===== config.mk =====
export PLATFORM = sky130hd
export DESIGN_NAME = mul_div_unit
export DESIGN_NICKNAME = d
export VERILOG_FILES = /design/src/rtl/mul_div_unit.sv
export SDC_FILE = /design/constraint.sdc
export NUM_CORES = 1
export LEC_CHECK = 0
export CAP_MARGIN = 5
export CORE_MARGIN = 5
export CORE_UTILIZATION = 45
export CTS_CLUSTER_DIAMETER = 200
export CTS_CLUSTER_SIZE = 25
export DETAILED_ROUTE_END_ITERATION = 8
export HOLD_SLACK_MARGIN = 0.15
export MAX_ROUTING_LAYER = met4
export SLEW_MARGIN = 20
export SYNTH_ARGS = -nofsm -noshare
export SYNTH_HDL_FRONTEND = slang
export SYNTH_SLANG_ARGS = --single-unit

===== constraint.sdc =====
create_clock -name Clk -period 3.6 [get_ports Clk]
set_input_delay 0.72 -clock Clk [delete_from_list [all_inputs] [get_ports Clk]]
set_output_delay 0.72 -clock Clk [all_outputs]
set_load 0.005 [all_outputs]

===== src/rtl/mul_div_unit.sv =====
// Iterative RV32M multiply/divide unit: radix-2 shift-add multiply and restoring
// divide on operand magnitudes, fixed DWIDTH+1 cycle latency, registered result.
module mul_div_unit #(
  parameter int unsigned DWIDTH = 32
) (
  input  logic              Clk,
  input  logic              Reset_N,
  input  logic              MD_Start,
  input  logic [2:0]        MD_OP,
  input  logic [DWIDTH-1:0] MD_In_A,
  input  logic [DWIDTH-1:0] MD_In_B,
  output logic [DWIDTH-1:0] MD_Out,
  output logic              MD_Busy,
  output logic              MD_Done
);

  localparam int unsigned CW = (DWIDTH > 1) ? $clog2(DWIDTH) : 1;

  typedef enum logic [1:0] {S_IDLE, S_CALC, S_FIN} state_e;

  state_e            state_q, state_d;
  logic [CW-1:0]     cnt_q, cnt_d;
  logic [2:0]        op_q, op_d;
  logic [DWIDTH-1:0] m_q, m_d;
  logic [DWIDTH-1:0] hi_q, hi_d;
  logic [DWIDTH-1:0] lo_q, lo_d;
  logic [DWIDTH-1:0] a_orig_q, a_orig_d;
  logic              neg_q, neg_d;
  logic              neg_a_q, neg_a_d;
  logic              dz_q, dz_d;
  logic              ovf_q, ovf_d;
  logic [DWIDTH-1:0] out_q, out_d;
  logic              done_q, done_d;

  // Operand sign decode at latch time
  logic              a_sgn, b_sgn, sa, sb;
  logic [DWIDTH-1:0] mag_a, mag_b;

  assign a_sgn = (MD_OP == 3'b001) || (MD_OP == 3'b010) || (MD_OP == 3'b100) || (MD_OP == 3'b110);
  assign b_sgn = (MD_OP == 3'b001) || (MD_OP == 3'b100) || (MD_OP == 3'b110);
  assign sa    = a_sgn & MD_In_A[DWIDTH-1];
  assign sb    = b_sgn & MD_In_B[DWIDTH-1];
  assign mag_a = sa ? -MD_In_A : MD_In_A;
  assign mag_b = sb ? -MD_In_B : MD_In_B;

  // One multiply step: conditional add of multiplicand, then shift {carry,hi,lo} right
  logic [DWIDTH:0] mul_sum;
  assign mul_sum = {1'b0, hi_q} + (lo_q[0] ? {1'b0, m_q} : {(DWIDTH+1){1'b0}});

  // One restoring-divide step; the true difference always fits DWIDTH bits when taken
  logic [DWIDTH:0]   div_shift;
  logic              div_ok;
  logic [DWIDTH-1:0] div_diff;
  assign div_shift = {hi_q, lo_q[DWIDTH-1]};
  assign div_ok    = div_shift[DWIDTH] | (div_shift[DWIDTH-1:0] >= m_q);
  assign div_diff  = div_shift[DWIDTH-1:0] - m_q;

  // Sign fix-up and result select
  logic [2*DWIDTH-1:0] prod, prod_s;
  logic [DWIDTH-1:0]   quo_s, rem_s, result_c;

  assign prod   = {hi_q, lo_q};
  assign prod_s = neg_q ? -prod : prod;
  assign quo_s  = neg_q ? -lo_q : lo_q;
  assign rem_s  = neg_a_q ? -hi_q : hi_q;

  always_comb begin
    result_c = '0;
    if (op_q[2]) begin
      if (op_q[1]) result_c = dz_q ? a_orig_q : (ovf_q ? '0 : rem_s);
      else         result_c = dz_q ? '1 : (ovf_q ? a_orig_q : quo_s);
    end else begin
      result_c = (op_q[1:0] == 2'b00) ? prod_s[DWIDTH-1:0] : prod_s[2*DWIDTH-1:DWIDTH];
    end
  end

  always_comb begin
    state_d  = state_q;
    cnt_d    = cnt_q;
    op_d     = op_q;
    m_d      = m_q;
    hi_d     = hi_q;
    lo_d     = lo_q;
    a_orig_d = a_orig_q;
    neg_d    = neg_q;
    neg_a_d  = neg_a_q;
    dz_d     = dz_q;
    ovf_d    = ovf_q;
    out_d    = out_q;
    done_d   = 1'b0;
    case (state_q)
      S_IDLE: begin
        if (MD_Start) begin
          state_d  = S_CALC;
          cnt_d    = '0;
          op_d     = MD_OP;
          hi_d     = '0;
          m_d      = MD_OP[2] ? mag_b : mag_a;
          lo_d     = MD_OP[2] ? mag_a : mag_b;
          a_orig_d = MD_In_A;
          neg_d    = sa ^ sb;
          neg_a_d  = sa;
          dz_d     = (MD_In_B == '0);
          ovf_d    = a_sgn && b_sgn && MD_OP[2] &&
                     (MD_In_A == {1'b1, {(DWIDTH-1){1'b0}}}) && (MD_In_B == '1);
        end
      end
      S_CALC: begin
        if (op_q[2]) begin
          hi_d = div_ok ? div_diff : div_shift[DWIDTH-1:0];
          lo_d = {lo_q[DWIDTH-2:0], div_ok};
        end else begin
          hi_d = mul_sum[DWIDTH:1];
          lo_d = {mul_sum[0], lo_q[DWIDTH-1:1]};
        end
        cnt_d = cnt_q + CW'(1);
        if (cnt_q == CW'(DWIDTH-1)) state_d = S_FIN;
      end
      S_FIN: begin
        state_d = S_IDLE;
        done_d  = 1'b1;
        out_d   = result_c;
      end
      default: state_d = S_IDLE;
    endcase
  end

  always_ff @(posedge Clk or negedge Reset_N) begin
    if (!Reset_N) begin
      state_q  <= S_IDLE;
      cnt_q    <= '0;
      op_q     <= '0;
      m_q      <= '0;
      hi_q     <= '0;
      lo_q     <= '0;
      a_orig_q <= '0;
      neg_q    <= 1'b0;
      neg_a_q  <= 1'b0;
      dz_q     <= 1'b0;
      ovf_q    <= 1'b0;
      out_q    <= '0;
      done_q   <= 1'b0;
    end else begin
      state_q  <= state_d;
      cnt_q    <= cnt_d;
      op_q     <= op_d;
      m_q      <= m_d;
      hi_q     <= hi_d;
      lo_q     <= lo_d;
      a_orig_q <= a_orig_d;
      neg_q    <= neg_d;
      neg_a_q  <= neg_a_d;
      dz_q     <= dz_d;
      ovf_q    <= ovf_d;
      out_q    <= out_d;
      done_q   <= done_d;
    end
  end

  assign MD_Busy = (state_q != S_IDLE);
  assign MD_Out  = out_q;
  assign MD_Done = done_q;

endmodule


After elaboration in Yosys (flattened, before gate mapping)
Cells that the tools add are included.

word-level totals
  bits in registers = 175
  logic and storage cells = 82
  bits of input ports = 70
  output and inout bits = 34

operators by class
  reduce and logical (&&, ||, !) cells = 17
  $add $sub $neg = 8
  mux-type cells = 28
  equal/unequal tests = 11
  magnitude comparators = 1
  bitwise logic cells = 4

operators by type and width
  operator                                                                count
  32-bit two-way mux                                                      19
  32-bit negation                                                         4
  32-bit one-hot mux with 2 select lines                                  2
  32-bit equality test (second input constant)                            2
  64-bit two-way mux                                                      1
  64-bit negation                                                         1
  32-bit by 32-bit adder with 33-bit output                               1
  32-bit >= comparator                                                    1
  32-bit zero test                                                        1
  32-bit subtractor                                                       1
  5-bit one-hot mux with 2 select lines                                   1
  3-bit equality test (second input constant)                             2
  2-bit AND reduction                                                     3
  5-bit by 1-bit adder with 5-bit output (second input constant)          1
  5-bit equality test (second input constant)                             1
  1-bit logical OR                                                        5
  5-bit two-way mux                                                       1
  1-bit logical AND                                                       4
  2-bit zero test                                                         2
  2-bit two-way mux                                                       2
  2-bit != test (second input constant)                                   2
  2-bit one-hot mux with 2 select lines                                   1
  2-bit nonzero test                                                      2
  3-bit by 1-bit equality test with 1-bit output (second input constant)  1
  7 further kinds                                                         8

Logic depth before layout (Yosys ltp)
Gate-level depths: netlist (run 1).

  depth in word-level cells = 9
  mapped depth = 14
  mapped depth without buffers = 13

Worst setup path before layout (run 1)
No wires, ideal clock.

  kind = input port to flip-flop
  from = input MD_In_B[10]
  to = register lo_q[29]
  stages = 9
  path buffers = 0
  required time = 3474 ps
  arrival = 3066 ps
  setup time = 126 ps
  path slack = 408 ps
  cell sequence = or4_1 > or3_1 > or4_1 > nor2_1 > a21oi_1 > xnor2_1 > nand2_1 > o211a_1 > a311o_1

on the way
  word-level cells in the longest chain between the ends = 5

RTL lines
  item                                    RTL line  RTL
  from (decl)                             11        input logic [DWIDTH-1:0] MD_In_B,
  32-bit negation                         44        assign mag_b = sb ? -MD_In_B : MD_In_B;
  32-bit two-way mux                      44
  32-bit two-way mux                      99        lo_d = MD_OP[2] ? mag_a : mag_b;
  32-bit two-way mux                      93        if (MD_Start) begin
  32-bit one-hot mux with 2 select lines  91        case (state_q)
  to (signal assigned)                    149       lo_q <= lo_d;
  to (decl)                               26        logic [DWIDTH-1:0] lo_q, lo_d;

Every way passes these cells. The select of a mux whose other input is x is not followed.
A chain may end at the register's enable or synchronous reset.

Final worst setup path (run 1)
  from = register hi_q[1]
  to = register out_q[30], in the netlist MD_Out[30]

on the way
  word-level cells in the longest chain between the ends = 6
  elaborated cells on any way between the ends = 9
  classes of those cells = add/sub: 2; mux: 7

RTL lines
  item                              RTL line  RTL
  from (decl)                       25        logic [DWIDTH-1:0] hi_q, hi_d;
  from (signal assigned)            148       hi_q <= hi_d;
  32-bit negation                   65        assign rem_s = neg_a_q ? -hi_q : hi_q;
  32-bit two-way mux                65
  32-bit two-way mux (3 in series)  70        if (op_q[1]) result_c = dz_q ? a_orig_q : (ovf_q ? '0 : rem_s);
  32-bit two-way mux *              69        if (op_q[2]) begin
  to (signal assigned)              155       out_q <= out_d;
  to (decl)                         32        logic [DWIDTH-1:0] out_q, out_d;

Mark *: on every way between the ends. The rest lies on a longest branch, timed or not.

==> results.toml, run 1 <==
[status]
status = "finished, final reports clean"

[setup_path]
path_max_fanout = 7
cp.arrival_ns = 3.79
endpoint_kind = "flip-flop"
critPathKind = "reg -> reg"
critPathRequiredTime_ns = 3.94
start_kind = "flip-flop"

[sta]
finalSetupViolations = 0
fin_ws_ns = 0.146
clock_skew_ns = 0.0136
clock.fmax_mhz = 289
rsz0062_at_grt = "no"
worst_pin_slew_ns = 1.06
finalCritPeriodShare_pct = 96.0
whs_ns = 0.237
slew_viol_final = 0
slew_headroom_pct = 29.0
hold_viol_final = 0
min_period_ns = 3.45

[synthesis]
yosys.area_share.adder_pct = 5.59
ys_ff_latch = 175
synth_area_leaders = "dfrtp_1 (26%), nand2_1 (6.8%), o21ai_0 (6.2%)"
async_flop_share_pct = 100
synth_compound_area_share_pct = 28.1
synth_seq_area_share_pct = 26.4
yosysMostFrequentCell = "nand2_1"
synth_top_family_by_area = "compound AO/OA/AOI/OAI gates"
synth_xor_area_share_pct = 9.96
syn_area_per_cell_um2 = 7.53
synth-simple-area-share_pct = 20.6
syn_area_mm2 = 0.0166
yosysUniqueCellTypes = 81
synth_mux_area_share_pct = 4.34
synth_area_leader_cell = "dfrtp_1"
synth_nets = 2350
syn_inst = 2207
yosys.area.top_type_share_pct = 26.4
synth_common_cells = "nand2_1 (301), o21ai_0 (206), nor2_1 (197), a21oi_1 (180), dfrtp_1 (175)"
yosysWarnings = 0
synth_edf_count = 0
synth_ff_type = "dfrtp_1"

[global_routing]
overflow = 0
grt_usage_pct = 34.6
grt_pass1_vias = 16900
antenna_found_initial = 2
grt_max_degree = 93
grt_pass1_wl_um = 106000

[cts]
insertion_delay_ns = 0.47
postCtsSetupBuffers = 0
clk_path_buf_depth = 2
cts_sinks = 175
cts.reportedPaths.clkPinSlew_ns = 0.08
cts_root_buf = "clkbuf_16"
tritoncts = "yes"
htree_num_levels = 4
numCtsBuffers = 17

[placed_design]
place_congestion = 0.988
placed_area_mm2 = 0.0192
pre_cts_slack_ns = -0.118
numPortBuffers = 103
hpwl_um = 55000
dp.cells = 2812

[routing]
vias = 17800
drtAntennaViolNets = 0
wire_per_inst_um = 24.7
drt-total-wl_um = 70300
viasPerCell = 6.25
drc = 0
dr.pass1.iters = 8
initialDrtViolationCount = 1825

[layout]
finalNonFillerCells = 2845
drive_above_1_share_pct = 11.7
area_growth_pct = 19.1
fin_area_mm2 = 0.0198
final_nets = 2506

[power]
p_leak_nw = 8.25
power_w = 0.0202
power_density_mw_per_mm2 = 1020
vdd_ir_drop_max_uv = 421

[floorplan]
ios = 104
start_util_pct = 45.5
fp.coreArea_mm2 = 0.0365
dieArea_mm2 = 0.0409
die_w_um = 202
dieHeight_um = 202
rows = 70

[hold_path]
hp-class = "in -> async"

[job]
cap_violations = 0
## sequential cells by signal, indices dropped and copies added, names as in the netlist
name and count:
MD_Out 32, a_orig_q 32, hi_q 32, lo_q 32
m_q 32, cnt_q 5, op_q 3, state_q 2
MD_Done 1, dz_q 1, neg_a_q 1, neg_q 1
ovf_q 1
## kinds of logic (layout without fill, tap and decap cells)
| logic type | count (synthesis) | after routing |
|---|---|---|
| XOR/XNOR | 189 | 189 |
| other | 0 | 1 |
| adder cells (fa/ha/maj) | 73 | 73 |
| AO/OA/AOI/OAI | 732 | 732 |
| AND/OR/NAND/NOR | 744 | 744 |
| buffers and inverters | 223 | 392 |
| multiplexers | 71 | 71 |
| flip-flops | 175 | 175 |
## cells in the final DEF, fill, tap and decap left out, drive strengths merged, types with 11 or more instances in the layout
cell           count
a211oi            37
a21o              28
a21oi            180
a221oi            11
a22oi             28
a31oi             26
and2              13
buf              196
clkbuf            19
clkdlybuf4s50    101
dfrtp            175
ha                71
inv               70
mux2i             62
nand2            301
nand2b            30
nand3             32
nand4             20
nor2             198
nor2b             14
nor3              35
nor4              17
o211ai            40
o21a              22
o21ai            210
o31ai             38
o41ai             23
or3               23
or4               22
xnor2            105
xor2              84
## cell type report
type	instances	area, µm²
fill	3615	16700
multi-input combinational	1809	11400
sequential	175	4380
timing repair buffer	298	2580
tap	468	586
clock buffer	18	439
inverter	62	233
clock inverter	14	119
antenna	1	2.50
## critical path, stage by stage (launching register included)
cell and delay, ns:
dfrtp_1 0.38, inv_1 0.21, ha_1 0.22, nor3b_1 0.25, buf_4 0.16, nand4_1 0.16
or4_4 0.59, or4_1 0.57, nand2_1 0.11, xnor2_1 0.24, o211ai_1 0.13, a22oi_1 0.17
o21ai_0 0.12
## through the flow
| step | TNS [ns] | utilization, % |
|---|---|---|
| finish | 0 | 54.2 |
| floorplan | 0 | - |
| global placement | -0.391 | 52.6 |
| detailed placement | -0.870 | 52.6 |
| CTS | 0 | 54.1 |
| global route | 0 | 54.2 |
## final timing paths
check,from,end,slack [ns],cells past startpoint
worst max-delay path,hi_q[1]$_DFFE_PN0P_,MD_Out[30]$_DFFE_PN0P_,0.15,12
min in group Clk,MD_Out[9]$_DFFE_PN0P_,MD_Out[9]$_DFFE_PN0P_,0.47,2
max in group asynchronous,Reset_N,hi_q[2]$_DFFE_PN0P_,2.54,2
worst max register to register,hi_q[1]$_DFFE_PN0P_,MD_Out[30]$_DFFE_PN0P_,0.15,12
worst min register to register,MD_Out[9]$_DFFE_PN0P_,MD_Out[9]$_DFFE_PN0P_,0.47,2
worst min-delay path,Reset_N,MD_Done$_DFF_PN0_,0.24,1
## what timing repair did
action                     4_1_cts  5_1_grt
resized for setup                0        9
setup endpoints to repair        0       14
hold buffers                     0        0
hold endpoints to repair         0        0
## power by group
group / internal (W) / switching [W] / total [W]
combinational: 0.00576 / 0.00858 / 0.0143
clock: 0.000927 / 0.000970 / 0.00190
sequential: 0.00282 / 0.00112 / 0.00394
## metal layers
metal	track usage [%]	wire (µm)	share of wire [%]	vias up
met1	47.3	31000	44	8614
met2	53.5	31800	45	778
met4	9.31	2110	3.0	0
met3	6.05	5310	7.6	96
li1	-	-	-	8281
met5	-	0	0	-
Note: power is estimated with default switching activity, not from simulation.
==> inputs of run 2 (changes only) <==
--- a/config.mk
+++ b/config.mk
@@ -6,7 +6,7 @@
 export NUM_CORES = 1
 export LEC_CHECK = 0
 export CAP_MARGIN = 5
-export CORE_MARGIN = 5
+export CORE_MARGIN = 2
 export CORE_UTILIZATION = 45
 export CTS_CLUSTER_DIAMETER = 200
 export CTS_CLUSTER_SIZE = 25
==> run 2 against run 1 <==
Net effect:
- via count down 0.47%
- critical endpoint is now hi_q[31]$_DFFE_PN0P_
- largest cell class unchanged
- worst setup slack better by 0.0024 ns
- register-to-register slack about the same
- fmax about the same
- sequential share of layout area up 0.11 points
- clock power up 6%
- critical path depth down 2
- global-route usage up 2.3 points
- die area down 5.8%
- final cell count down 0.67%
==> results.toml, run 2 (same netlist as run 1, synthesis figures left out) <==
[status]
status = "finished, final reports clean"

[setup_path]
endpoint_kind = "flip-flop"
critPathBufInv = 0
slowest_stage = "dfrtp_1"
rrSetupSlack_ns = 0.15
crit_chain = "ha_1, a21o_1, a21oi_1, a21oi_1, o2111ai_1, a31oi_1, o21a_1, a2111oi_1, mux2i_1, a21oi_1"
crit_family = "compound AO/OA/AOI/OAI gates"
cp.arrival_ns = 3.80
crit_path_frequent_cell = "a21oi_1"
start_kind = "flip-flop"
critPathKind = "reg -> reg"
path_max_fanout = 9
critPathRequiredTime_ns = 3.94
slowest_delay_ns = 0.66

[placed_design]
numPortBuffers = 103
pre_cts_slack_ns = -0.139
place_congestion = 0.975
hpwl_um = 53800

[cts]
cts.reportedPaths.clkPinSlew_ns = 0.08
postCtsHoldBufs = 0
tritoncts = "yes"
cts_root_buf = "clkbuf_16"
insertion_delay_ns = 0.47
numCtsBuffers = 17
clk_path_buf_depth = 2
htree_num_levels = 4
cts_sinks = 175

[floorplan]
dieArea_mm2 = 0.0385
rows = 70
ios = 104
die_w_um = 196
fp.coreArea_mm2 = 0.0365
start_util_pct = 45.5
dieHeight_um = 196

[sta]
rsz0062_at_grt = "no"
hold_viol_final = 0
finalCritPeriodShare_pct = 95.9
clock.fmax_mhz = 290
slew_viol_final = 0
slew_headroom_pct = 26.9
min_period_ns = 3.45
clock_skew_ns = 0.0172
worst_pin_slew_ns = 1.09
finalSetupViolations = 0
fin_ws_ns = 0.148

[layout]
final_cell_mix = "nand2_1 (300), o21ai_0 (206), nor2_1 (194)"
layout_commonest_cell = "nand2_1"
fill_cells = 3526
final_core_util_pct = 53.9
area_growth_pct = 18.5
drive_above_1_share_pct = 11.0
diodes = 0
final_nets = 2488

[routing]
dr.pass1.iters = 6
drc = 0
initialDrtViolationCount = 1535
drt-total-wl_um = 68800
vias = 17700
wire_per_inst_um = 24.3
viasPerCell = 6.26
drtAntennaViolNets = 0

[global_routing]
overflow = 0
grt_usage_pct = 36.9
antenna_found_initial = 0
grt_max_degree = 78
grt_pass1_vias = 16700
grt_pass1_wl_um = 104000

[power]
p_leak_nw = 8.17
vdd_ir_drop_max_uv = 455
intPower_w = 0.00961
p_clk_share_pct = 9.9
switching_share_pct = 52.6
p_sw_w = 0.0107
seq_power_share_pct = 19.6
power_density_mw_per_mm2 = 1030
combPwrFrac_pct = 70.5

[job]
cap_violations = 0

[hold_path]
hp-class = "in -> async"
-- run 2: changes by cell type in the layout (fill, tap and decap cells not counted), moves of 2 or more --
| cell | previous run | this run |
|---|---|---|
| a2111oi_0 | 4 | 2 |
| a2111oi_1 | 0 | 2 |
| buf_12 | 7 | 5 |
| buf_4 | 188 | 172 |
| clkinv_2 | 2 | 0 |
| clkinv_8 | 0 | 2 |
| inv_6 | 7 | 4 |
| inv_8 | 2 | 4 |
-- run 2: metal layers --
| layer | GRT usage [%] | part of all wire, % | up-vias |
|---|---|---|---|
| li1 | - | - | 8251 |
| met3 | 5.74 | 7.3 | 118 |
| met2 | 57.3 | 45 | 762 |
| met4 | 13.4 | 3.9 | 0 |
| met1 | 48.9 | 44 | 8555 |
| met5 | - | 0 | - |
-- run 2: worst paths after layout --
check | start | end | cells after the start
hold / removal | Reset_N | MD_Out[27]$_DFFE_PN0P_ | 1
hold reg to reg | MD_Out[24]$_DFFE_PN0P_ | MD_Out[24]$_DFFE_PN0P_ | 2
max in group asynchronous | Reset_N | a_orig_q[22]$_DFFE_PN0P_ | 2
min in group Clk | MD_Out[24]$_DFFE_PN0P_ | MD_Out[24]$_DFFE_PN0P_ | 2
setup reg to reg | hi_q[2]$_DFFE_PN0P_ | hi_q[31]$_DFFE_PN0P_ | 10
setup / recovery | hi_q[2]$_DFFE_PN0P_ | hi_q[31]$_DFFE_PN0P_ | 10
-- run 2: power groups by stage --
stage / logic (W) / registers, W / clock network [W]
finish: 0.0143 / 0.00398 / 0.00201
global route: 0.0156 / 0.00408 / 0.00209
CTS: 0.0139 / 0.00393 / 0.00202
detailed placement: 0.0138 / 0.00397 / 0
global placement: 0.0137 / 0.00396 / 0
floorplan: 0.00970 / 0.00340 / 0
-- run 2: timing repair --
action                                 4_1_cts  5_1_grt
setup buffers                                0        2
resized for setup                            0       11
setup endpoints to repair                    0       12
endpoints found under the hold margin        0        0
-- run 2: layout make-up --
cell class	count	area, µm²	area share (%)
clock inverter	14	166	0.845
timing repair buffer	280	2420	12.3
multi-input combinational	1809	11500	58.2
sequential	175	4380	22.3
clock buffer	18	439	2.23
inverter	62	233	1.18
tap	468	586	2.97
-- run 2: metrics by stage --
| stage | hold slack (ns) | TNS [ns] | power (W) | instance area (µm²) | cells |
|---|---|---|---|---|---|
| after floorplan | 0.424 | 0 | 0.0131 | 16600 | 2207 |
| after global placement | 0.460 | -0.621 | 0.0177 | 19000 | 2792 |
| after detailed placement | 0.470 | -0.776 | 0.0178 | 19000 | 2792 |
| after CTS | 0.258 | 0 | 0.0199 | 19600 | 2824 |
| after global routing | 0.262 | 0 | 0.0218 | 19700 | 2826 |
| final | 0.229 | 0 | 0.0203 | 19700 | 2826 |
